[config.mk]
export PLATFORM = sky130hd
export DESIGN_NAME = stopwatch_ctrl_flat
export DESIGN_NICKNAME = d
export VERILOG_FILES = /design/src/rtl/stopwatch_ctrl_if.sv /design/src/rtl/stopwatch_ctrl.sv /design/src/flat_wrapper.sv
export SDC_FILE = /design/constraint.sdc
export NUM_CORES = 1
export LEC_CHECK = 0
export ABC_AREA = 1
export CORE_MARGIN = 8
export CORE_UTILIZATION = 55
export CTS_CLUSTER_SIZE = 16
export DETAILED_ROUTE_END_ITERATION = 8
export DONT_BUFFER_PORTS = 1
export PLACE_DENSITY = 0.73
export SLEW_MARGIN = 20
export SYNTH_ARGS = -nofsm -noshare
export SYNTH_HDL_FRONTEND = slang
export SYNTH_SLANG_ARGS = --single-unit
[constraint.sdc]
create_clock -name clk -period 1.11 [get_ports clk]
set_input_delay 0.1665 -clock clk [delete_from_list [all_inputs] [get_ports clk]]
set_output_delay 0.1665 -clock clk [all_outputs]
set_load 0.05 [all_outputs]
[src/rtl/stopwatch_ctrl_if.sv]
// Signal bundle between the stopwatch control sequencer and its environment:
// tick strobes, blink level and raw buttons in, BCD digits and status out.
interface stopwatch_ctrl_if;
    logic       sec_tick;
    logic       deb_tick;
    logic       blink_clk;
    logic       btn_start;
    logic       btn_lap;
    logic       btn_clear;
    logic [3:0] min_tens;
    logic [3:0] min_ones;
    logic [3:0] sec_tens;
    logic [3:0] sec_ones;
    logic       digit_en;
    logic       running;
    logic       lap_active;
    logic       ovf;

    modport master (
        output sec_tick, deb_tick, blink_clk, btn_start, btn_lap, btn_clear,
        input  min_tens, min_ones, sec_tens, sec_ones, digit_en, running, lap_active, ovf
    );

    modport slave (
        input  sec_tick, deb_tick, blink_clk, btn_start, btn_lap, btn_clear,
        output min_tens, min_ones, sec_tens, sec_ones, digit_en, running, lap_active, ovf
    );
endinterface

[src/rtl/stopwatch_ctrl.sv]
// Stopwatch control sequencer: button debounce, IDLE/RUN/PAUSE/LAP state machine,
// mm:ss BCD counter with lap capture, and registered display outputs.
module stopwatch_ctrl #(
    parameter int unsigned DEB_SAMPLES = 3
) (
    input logic            clk,
    input logic            rst,
    stopwatch_ctrl_if.slave sw
);
    typedef enum logic [1:0] {IDLE, RUN, PAUSE, LAP} state_t;

    // Button index: 0 = start, 1 = lap, 2 = clear
    logic [2:0]                  raw;
    logic [2:0][DEB_SAMPLES-1:0] hist;
    logic [2:0]                  stable;
    logic [2:0]                  stable_d;
    logic [2:0]                  ev;

    state_t     state, next_state;
    logic       do_lap, do_clr;
    logic [3:0] s1, s10, m1, m10;
    logic [3:0] s1_n, s10_n, m1_n, m10_n;
    logic       wrap;
    logic [3:0] lap_s1, lap_s10, lap_m1, lap_m10;
    logic       ovf_q;
    logic       counting;

    assign raw = {sw.btn_clear, sw.btn_lap, sw.btn_start};

    always_ff @(posedge clk) begin
        if (rst) begin
            hist     <= '0;
            stable   <= '0;
            stable_d <= '0;
            ev       <= '0;
        end else begin
            for (int unsigned i = 0; i < 3; i++) begin
                if (sw.deb_tick)
                    hist[i] <= {hist[i][DEB_SAMPLES-2:0], raw[i]};
                if (&hist[i])
                    stable[i] <= 1'b1;
                else if (~|hist[i])
                    stable[i] <= 1'b0;
            end
            stable_d <= stable;
            ev       <= stable & ~stable_d;
        end
    end

    always_ff @(posedge clk) begin
        if (rst)
            state <= IDLE;
        else
            state <= next_state;
    end

    // Priority clr > start > lap; only the first event legal in this state acts.
    always_comb begin
        next_state = state;
        do_lap     = 1'b0;
        do_clr     = 1'b0;
        case (state)
            IDLE: begin
                if (ev[0]) next_state = RUN;
            end
            RUN: begin
                if (ev[0]) begin
                    next_state = PAUSE;
                end else if (ev[1]) begin
                    next_state = LAP;
                    do_lap     = 1'b1;
                end
            end
            PAUSE: begin
                if (ev[2]) begin
                    next_state = IDLE;
                    do_clr     = 1'b1;
                end else if (ev[0]) begin
                    next_state = RUN;
                end
            end
            LAP: begin
                if (ev[0])      next_state = PAUSE;
                else if (ev[1]) next_state = RUN;
            end
            default: next_state = IDLE;
        endcase
    end

    assign counting = (state == RUN) || (state == LAP);

    always_comb begin
        s1_n  = s1;
        s10_n = s10;
        m1_n  = m1;
        m10_n = m10;
        wrap  = 1'b0;
        if (s1 != 4'd9) begin
            s1_n = s1 + 4'd1;
        end else begin
            s1_n = '0;
            if (s10 != 4'd5) begin
                s10_n = s10 + 4'd1;
            end else begin
                s10_n = '0;
                if (m1 != 4'd9) begin
                    m1_n = m1 + 4'd1;
                end else begin
                    m1_n = '0;
                    if (m10 != 4'd5) begin
                        m10_n = m10 + 4'd1;
                    end else begin
                        m10_n = '0;
                        wrap  = 1'b1;
                    end
                end
            end
        end
    end

    // Lap capture samples the pre-increment count when coincident with a tick.
    always_ff @(posedge clk) begin
        if (rst) begin
            {m10, m1, s10, s1}                 <= '0;
            {lap_m10, lap_m1, lap_s10, lap_s1} <= '0;
            ovf_q                              <= 1'b0;
        end else begin
            if (do_clr) begin
                {m10, m1, s10, s1} <= '0;
                ovf_q              <= 1'b0;
            end else if (counting && sw.sec_tick) begin
                {m10, m1, s10, s1} <= {m10_n, m1_n, s10_n, s1_n};
                if (wrap) ovf_q <= 1'b1;
            end
            if (do_lap)
                {lap_m10, lap_m1, lap_s10, lap_s1} <= {m10, m1, s10, s1};
        end
    end

    always_ff @(posedge clk) begin
        if (rst) begin
            {sw.min_tens, sw.min_ones, sw.sec_tens, sw.sec_ones} <= '0;
            sw.digit_en   <= 1'b1;
            sw.running    <= 1'b0;
            sw.lap_active <= 1'b0;
            sw.ovf        <= 1'b0;
        end else begin
            if (state == LAP)
                {sw.min_tens, sw.min_ones, sw.sec_tens, sw.sec_ones} <= {lap_m10, lap_m1, lap_s10, lap_s1};
            else
                {sw.min_tens, sw.min_ones, sw.sec_tens, sw.sec_ones} <= {m10, m1, s10, s1};
            sw.digit_en   <= (state == PAUSE) ? sw.blink_clk : 1'b1;
            sw.running    <= counting;
            sw.lap_active <= (state == LAP);
            sw.ovf        <= ovf_q;
        end
    end
endmodule

[src/flat_wrapper.sv]
// flat-port wrapper written by rule: the top's interface ports become plain ports
module stopwatch_ctrl_flat 
#(
    parameter int unsigned DEB_SAMPLES = 3
)
  (clk, rst, sw_sec_tick, sw_deb_tick, sw_blink_clk, sw_btn_start, sw_btn_lap, sw_btn_clear, sw_min_tens, sw_min_ones, sw_sec_tens, sw_sec_ones, sw_digit_en, sw_running, sw_lap_active, sw_ovf);
  stopwatch_ctrl_if sw_i ();
  input logic clk;
  input logic rst;
  input wire logic [$bits(sw_i.sec_tick)-1:0] sw_sec_tick;
  input wire logic [$bits(sw_i.deb_tick)-1:0] sw_deb_tick;
  input wire logic [$bits(sw_i.blink_clk)-1:0] sw_blink_clk;
  input wire logic [$bits(sw_i.btn_start)-1:0] sw_btn_start;
  input wire logic [$bits(sw_i.btn_lap)-1:0] sw_btn_lap;
  input wire logic [$bits(sw_i.btn_clear)-1:0] sw_btn_clear;
  output wire logic [$bits(sw_i.min_tens)-1:0] sw_min_tens;
  output wire logic [$bits(sw_i.min_ones)-1:0] sw_min_ones;
  output wire logic [$bits(sw_i.sec_tens)-1:0] sw_sec_tens;
  output wire logic [$bits(sw_i.sec_ones)-1:0] sw_sec_ones;
  output wire logic [$bits(sw_i.digit_en)-1:0] sw_digit_en;
  output wire logic [$bits(sw_i.running)-1:0] sw_running;
  output wire logic [$bits(sw_i.lap_active)-1:0] sw_lap_active;
  output wire logic [$bits(sw_i.ovf)-1:0] sw_ovf;
  assign sw_i.sec_tick = sw_sec_tick;
  assign sw_i.deb_tick = sw_deb_tick;
  assign sw_i.blink_clk = sw_blink_clk;
  assign sw_i.btn_start = sw_btn_start;
  assign sw_i.btn_lap = sw_btn_lap;
  assign sw_i.btn_clear = sw_btn_clear;
  assign sw_min_tens = sw_i.min_tens;
  assign sw_min_ones = sw_i.min_ones;
  assign sw_sec_tens = sw_i.sec_tens;
  assign sw_sec_ones = sw_i.sec_ones;
  assign sw_digit_en = sw_i.digit_en;
  assign sw_running = sw_i.running;
  assign sw_lap_active = sw_i.lap_active;
  assign sw_ovf = sw_i.ovf;
  stopwatch_ctrl #(.DEB_SAMPLES(DEB_SAMPLES)) u_core (.clk(clk), .rst(rst), .sw(sw_i));
endmodule
==> impl_metrics.toml, run 1 <==
[power_and_ir_drop]
p_int_mw = 4.025
power_switching_mw = 1.062
p_clk_share_pct = 44.3
share_comb_of_total_power_pct = 3.4
peakVddDrop_mv = 0.9037
seqPwrFrac_pct = 52.3
powerDensity_nw_per_um2 = 1294
power_leakage_nw = 1.575
netSwitchingFraction_pct = 20.88

[synth]
synth_fp_nets = 347
syn_area_per_cell_um2 = 8.160
syn_inst = 339
yosys_warnings = 0
synth_cell_types = 26
syn_area_um2 = 2766
synth_seq_cells = 73
synth_seq_area_share_pct = 52.83

[timing]
tightestPinTransition_ps = 516.9
rsz0062_at_grt = "true"
period_share_pct = 115.2
fin_ws_ps = -169.2
clock_skew_ps = 11.35
fmax_mhz = 781.7
slew_violations = 0
final-hold-violation-count = 0
finalSetupViolCount = 44
min_period_ps = 1279
final.setup.tns_ps = -3671
max_slew_margin_pct = 65.42

[setup_path]
required_ps = 1330
cp-endpoint = "u_core.m1[0]$_SDFFE_PP0P_"
r2r_end = "u_core.m1[0]$_SDFFE_PP0P_"
path_buf_inv = 3
path_cells = "inv_1, nand2_1, nor2_4, buf_4, nand2_4, inv_4, nor2_1, nor2_1"
crit_top_cell = "nor2_1"
cpPeakStageDelay_ps = 370
startpoint_type = "register"
worstPathMaxFanout = 4
slowest_stage = "dfxtp_1"
critical_path_class = "reg2reg"
crit_family = "simple AND/OR/NAND/NOR gates"
worstRegToRegCells = 8
cp.depth = 8
reg2reg_slack_ps = -170
worstPathArrival_ps = 1500
critPathCaptureType = "register"
timing.rr.start = "u_core.s10[3]$_SDFFE_PP0P_"
cp-startpoint = "u_core.s10[3]$_SDFFE_PP0P_"

[route]
wl_per_cell_um = 16.39
routed_via_density = 5.464
dr.pass1.iters = 4
drt-total-wl_mm = 7.836
drtIter0Drc = 158
drt.antenna.violating_nets = 0
vias = 2612
post-route-drc-count = 0

[hold_path]
min_path_type = "in2reg"

[floorplanning]
fp-row-count = 26
core_area_um2 = 4977
io_pins = 28
die_y_um = 86.92
die_x_um = 86.92
start_util_pct = 55.58
dieArea_um2 = 7555

[clock_network]
clock_sinks = 73
cts_max_level = 3
cts_buffer_depth = 2
clk_pin_slew_ps = 70
clock_latency_ps = 330
cts-root-buf = "clkbuf_8"
numCtsBuffers = 9
cts_tree = "yes"

[outcome]
violations = "negative setup slack"
status = "finished with violations"

[cells_and_area]
final_util_pct = 79.01
num_antenna_cells = 0
seq_area_um2 = 1475
n_fill_cell = 304
final_common_cell = "dfxtp_1"
drive_above_1_share_pct = 37.75
most-common-layout-cells = "dfxtp_1, buf_4, nor2_1"
fin_cells = 478
final_nets = 412
synthToLayoutAreaGrowth_pct = 42.15
multi_input_area_um2 = 1354

[run]
drv_cap = 0

[grt]
track_usage_pct = 17.48
grt_max_degree = 34
grt_overflow = 0
grt_pass1_wl_mm = 10.52
grt_pass1_vias = 2332
antenna_found_initial = 0

[placed_design]
dp.cells = 445
io_buffers = 0
dp_hpwl_mm = 4.037
place.gp.congestion = 0.7715
==> synth_stat cells <==
cell type	number	area share (%)
clkinv_1	1	0.14
a21oi_1	31	5.6
inv_1	30	4.1
nor2_8	1	0.72
nor2_2	1	0.23
buf_2	1	0.18
a211oi_1	3	0.81
nor2_4	1	0.41
nand2_1	43	5.8
buf_6	2	0.81
xor2_1	2	0.63
inv_2	1	0.14
o211ai_1	1	0.27
nand3_2	1	0.36
a21oi_2	14	4.4
o21ai_0	34	6.2
a31oi_1	2	0.45
nand4_1	6	1.4
clkbuf_1	9	1.2
nor3_1	8	1.4
nand3_1	14	2.5
o21ai_1	15	2.7
buf_4	2	0.54
nor2_1	42	5.7
nand2_4	1	0.41
dfxtp_1	73	53
==> timing repair <==
item                       CTS  global route
hold endpoints to repair    19             0
hold buffers                 6             0
gates resized for setup     32            76
setup endpoints to repair   37            51
buffers inserted             7             1
pin swaps                    9            18
cloned                       1             3
==> registers in the layout, summed over array words and instances (netlist names), 4 cells and up <==
| register | flops |
|---|---|
| u_core.hist | 9 |
| u_core.lap_m10 | 4 |
| u_core.lap_m1 | 4 |
| u_core.lap_s10 | 4 |
| u_core.lap_s1 | 4 |
| u_core.m10 | 4 |
| u_core.m1 | 4 |
| u_core.s10 | 4 |
| u_core.s1 | 4 |
| u_core.sw.min_ones | 4 |
| u_core.sw.min_tens | 4 |
| u_core.sw.sec_ones | 4 |
| u_core.sw.sec_tens | 4 |
==> area by class of cell <==
class,count,share of cell area (%)
flip-flops and latches,73,37.51
clock buffers,12,3.691
clock inverters,3,1.654
inverters,32,3.182
repair buffers,68,17.31
multi-input cells,220,34.43
well taps,70,2.227
==> through the flow <==
stage	hold WS [ps]	power [mW]	setup WS (ps)	area [um2]
after CTS	0.9906	5.053	-104.1	3633
after floorplan	245.0	2.803	-6.229	2778
after global placement	240.5	2.824	-29.58	3198
final	10.75	5.087	-169.2	3933
after global routing	0.2669	5.233	-220.4	3933
after detailed placement	243.5	2.829	-120.8	3198
==> how the worst min path moves through the flow <==
stage	start	to	slack (ps)	cells after the start
after global routing	sw_deb_tick	u_core.hist[8]$_SDFFE_PP0P_	0.3	2
after floorplan	rst	u_core.stable[0]$_SDFFE_PP0P_	240	1
after CTS	sw_deb_tick	u_core.hist[8]$_SDFFE_PP0P_	1	2
final	sw_deb_tick	u_core.hist[7]$_SDFFE_PP0P_	10	2
after global placement	rst	u_core.stable_d[0]$_SDFF_PP0_	240	1
after detailed placement	rst	u_core.stable_d[0]$_SDFF_PP0_	240	1
==> routing by layer <==
layer	global-route usage (%)	wire, um
met1	21.09	3313
met2	29.98	3979
met3	3.585	382
met4	5.947	161
met5	0	0
==> cell families (layout without fill, tap and decap cells) <==
group,after synthesis,count (layout),synth area share (%)
and+or+nand+nor,118,118,19.00
AOI/OAI and AO/OA,100,100,20.44
DFF,73,73,52.83
buffers and inverters,46,115,7.100
xor gates and xnor gates,2,2,0.6333
==> power groups by stage <==
| stage | Sequential (mW) | Clock [mW] | Combinational, mW |
|---|---|---|---|
| after global placement | 2.72 | 0 | 0.106 |
| after detailed placement | 2.72 | 0 | 0.110 |
| final | 2.66 | 2.26 | 0.173 |
| after floorplan | 2.72 | 0 | 0.0881 |
| after global routing | 2.66 | 2.38 | 0.188 |
| after CTS | 2.66 | 2.25 | 0.140 |
Note: power is estimated with default switching activity, not from simulation.
==> run 2: changes to the inputs <==
--- a/config.mk
+++ b/config.mk
@@ -11,8 +11,8 @@
 export CTS_CLUSTER_SIZE = 16
 export DETAILED_ROUTE_END_ITERATION = 8
 export DONT_BUFFER_PORTS = 1
-export PLACE_DENSITY = 0.73
-export SLEW_MARGIN = 20
+export PLACE_DENSITY = 0.84
+export SLEW_MARGIN = 15
 export SYNTH_ARGS = -nofsm -noshare
 export SYNTH_HDL_FRONTEND = slang
 export SYNTH_SLANG_ARGS = --single-unit
==> run 2 against run 1 <==
The flow still finishes with violations (negative setup slack). Sequential share of layout area is 2.2 points higher. Hold slack better by 24 ps. Clock skew is 1.9 ps lower. Critical path type unchanged. Via count is 3.8% lower. Cell count is 0.84% lower.
==> impl_metrics.toml, run 2 (same netlist as run 1, synthesis figures left out) <==
[route]
wl_per_cell_um = 13.95
routed_via_density = 5.302
vias = 2513
drt.antenna.violating_nets = 0
drtIter0Drc = 156
drt-total-wl_mm = 6.614
post-route-drc-count = 0
dr.pass1.iters = 4

[setup_path]
cp.depth = 7
required_ps = 1390
timing.rr.start = "u_core.state[0]$_SDFFE_PP0P_"
reg2reg_slack_ps = -90
worstRegToRegCells = 7
cp-endpoint = "u_core.lap_s1[3]$_SDFFE_PP0P_"
worstPathArrival_ps = 1480
startpoint_type = "register"
slowest_stage = "dfxtp_4"
cp-startpoint = "u_core.state[0]$_SDFFE_PP0P_"
path_cells = "inv_4, nor2_4, nand2_4, nor2_8, buf_4, o21ai_1, a21oi_2"
path_buf_inv = 2
cpPeakStageDelay_ps = 380
crit_family = "flip-flops"
critical_path_class = "reg2reg"
r2r_end = "u_core.lap_s1[3]$_SDFFE_PP0P_"
worstPathMaxFanout = 5
critPathCaptureType = "register"

[power_and_ir_drop]
power_leakage_nw = 1.487
power_switching_mw = 1.081
powerDensity_nw_per_um2 = 1474
p_clk_share_pct = 49.2
netSwitchingFraction_pct = 19.67
peakVddDrop_mv = 0.9812
share_comb_of_total_power_pct = 2.5
p_int_mw = 4.417
seqPwrFrac_pct = 48.3

[timing]
min_period_ps = 1197
slew_violations = 0
rsz0062_at_grt = "true"
max_slew_margin_pct = 71.70
finalSetupViolCount = 31
final-hold-violation-count = 0
period_share_pct = 107.9
tightestPinTransition_ps = 423.1
final.setup.tns_ps = -1187
fmax_mhz = 835.2
fin_ws_ps = -87.35
timing.hold.ws_ps = 35.10
clock_skew_ps = 9.497

[cells_and_area]
largest_reg_flops = 9
seq_area_um2 = 1481
most-common-layout-cells = "dfxtp_1, buf_4, nor2_1"
final_util_pct = 74.96
final_common_cell = "dfxtp_1"
multi_input_area_um2 = 1187
fin_cells = 474
drive_above_1_share_pct = 33.66
num_antenna_cells = 0
n_fill_cell = 329
largest-register = "u_core.hist"
synthToLayoutAreaGrowth_pct = 34.87
final_nets = 407

[clock_network]
clock_latency_ps = 350
cts_max_level = 3
cts_buffer_depth = 2
cts_tree = "yes"
numCtsBuffers = 9
clk_pin_slew_ps = 80
clock_sinks = 73
cts-root-buf = "clkbuf_8"

[placed_design]
place_ws_ps = -99.77
place.gp.congestion = 0.9099
dp_hpwl_mm = 3.864
io_buffers = 0
dp.cells = 444

[floorplanning]
fp-row-count = 26
core_area_um2 = 4977
die_x_um = 86.92
dieArea_um2 = 7555
io_pins = 28
start_util_pct = 55.58
die_y_um = 86.92

[grt]
grt_overflow = 0
grt_max_degree = 34
antenna_found_initial = 0
grt_pass1_vias = 2319
track_usage_pct = 17.08
grt_pass1_wl_mm = 10.16

[outcome]
status = "finished with violations"
violations = "negative setup slack"

[hold_path]
min_path_type = "in2reg"

[run]
drv_cap = 0
run 2: cell type report:
cell class              instances  area share [%]
flip-flops and latches         73           39.70
clock inverters                 7           3.823
repair buffers                 63           15.69
inverters                      32           3.286
multi-input cells             220           31.82
well taps                      70           2.347
clock buffers                   9           3.320
run 2: metal layers:
metal	global-route usage, %	routed length [um]	vias to the layer above
met5	0	0	-
met4	7.042	142	0
met3	6.509	428	14
met2	28.04	3250	80
met1	19.39	2793	1164
li1	-	-	1255
run 2: metrics by stage:
step	total power, mW	cell area [um2]
floorplan	2.803	2778
global placement	2.822	3191
detailed placement	2.829	3191
CTS	5.543	3611
global route	5.675	3731
finish	5.499	3731
run 2: what timing repair did:
action	4_1_cts	5_1_grt
endpoints found under the setup margin	35	47
endpoints found under the hold margin	22	0
pin swaps	8	14
resized for setup	33	21
hold buffers	7	0
gates cloned	0	2
setup buffers	2	3
run 2: worst min path at each step:
stage                 from                            end  depth (start not counted)
5_1_grt        sw_sec_tick      u_core.s1[0]$_SDFFE_PP0P_                          2
4_1_cts        sw_sec_tick      u_core.s1[0]$_SDFFE_PP0P_                          2
3_5_place_dp           rst  u_core.stable_d[1]$_SDFF_PP0_                          1
3_3_place_gp           rst  u_core.stable_d[1]$_SDFF_PP0_                          1
6_report       sw_sec_tick      u_core.s1[0]$_SDFFE_PP0P_                          2
2_1_floorplan          rst  u_core.stable[0]$_SDFFE_PP0P_                          1
run 2: power by group through the flow:
stage | Clock, mW | Combinational, mW | Sequential (mW)
final | 2.70 | 0.139 | 2.66
after global routing | 2.86 | 0.157 | 2.66
after CTS | 2.75 | 0.136 | 2.66
after detailed placement | 0 | 0.109 | 2.72
after global placement | 0 | 0.105 | 2.72
after floorplan | 0 | 0.0881 | 2.72
run 2: worst reg2reg max path, cell delays in order, from the launching register on:
cell,delay [ps]
dfxtp_4,380
inv_4,50
nor2_4,110
nand2_4,80
nor2_8,150
buf_4,170
o21ai_1,80
a21oi_2,120
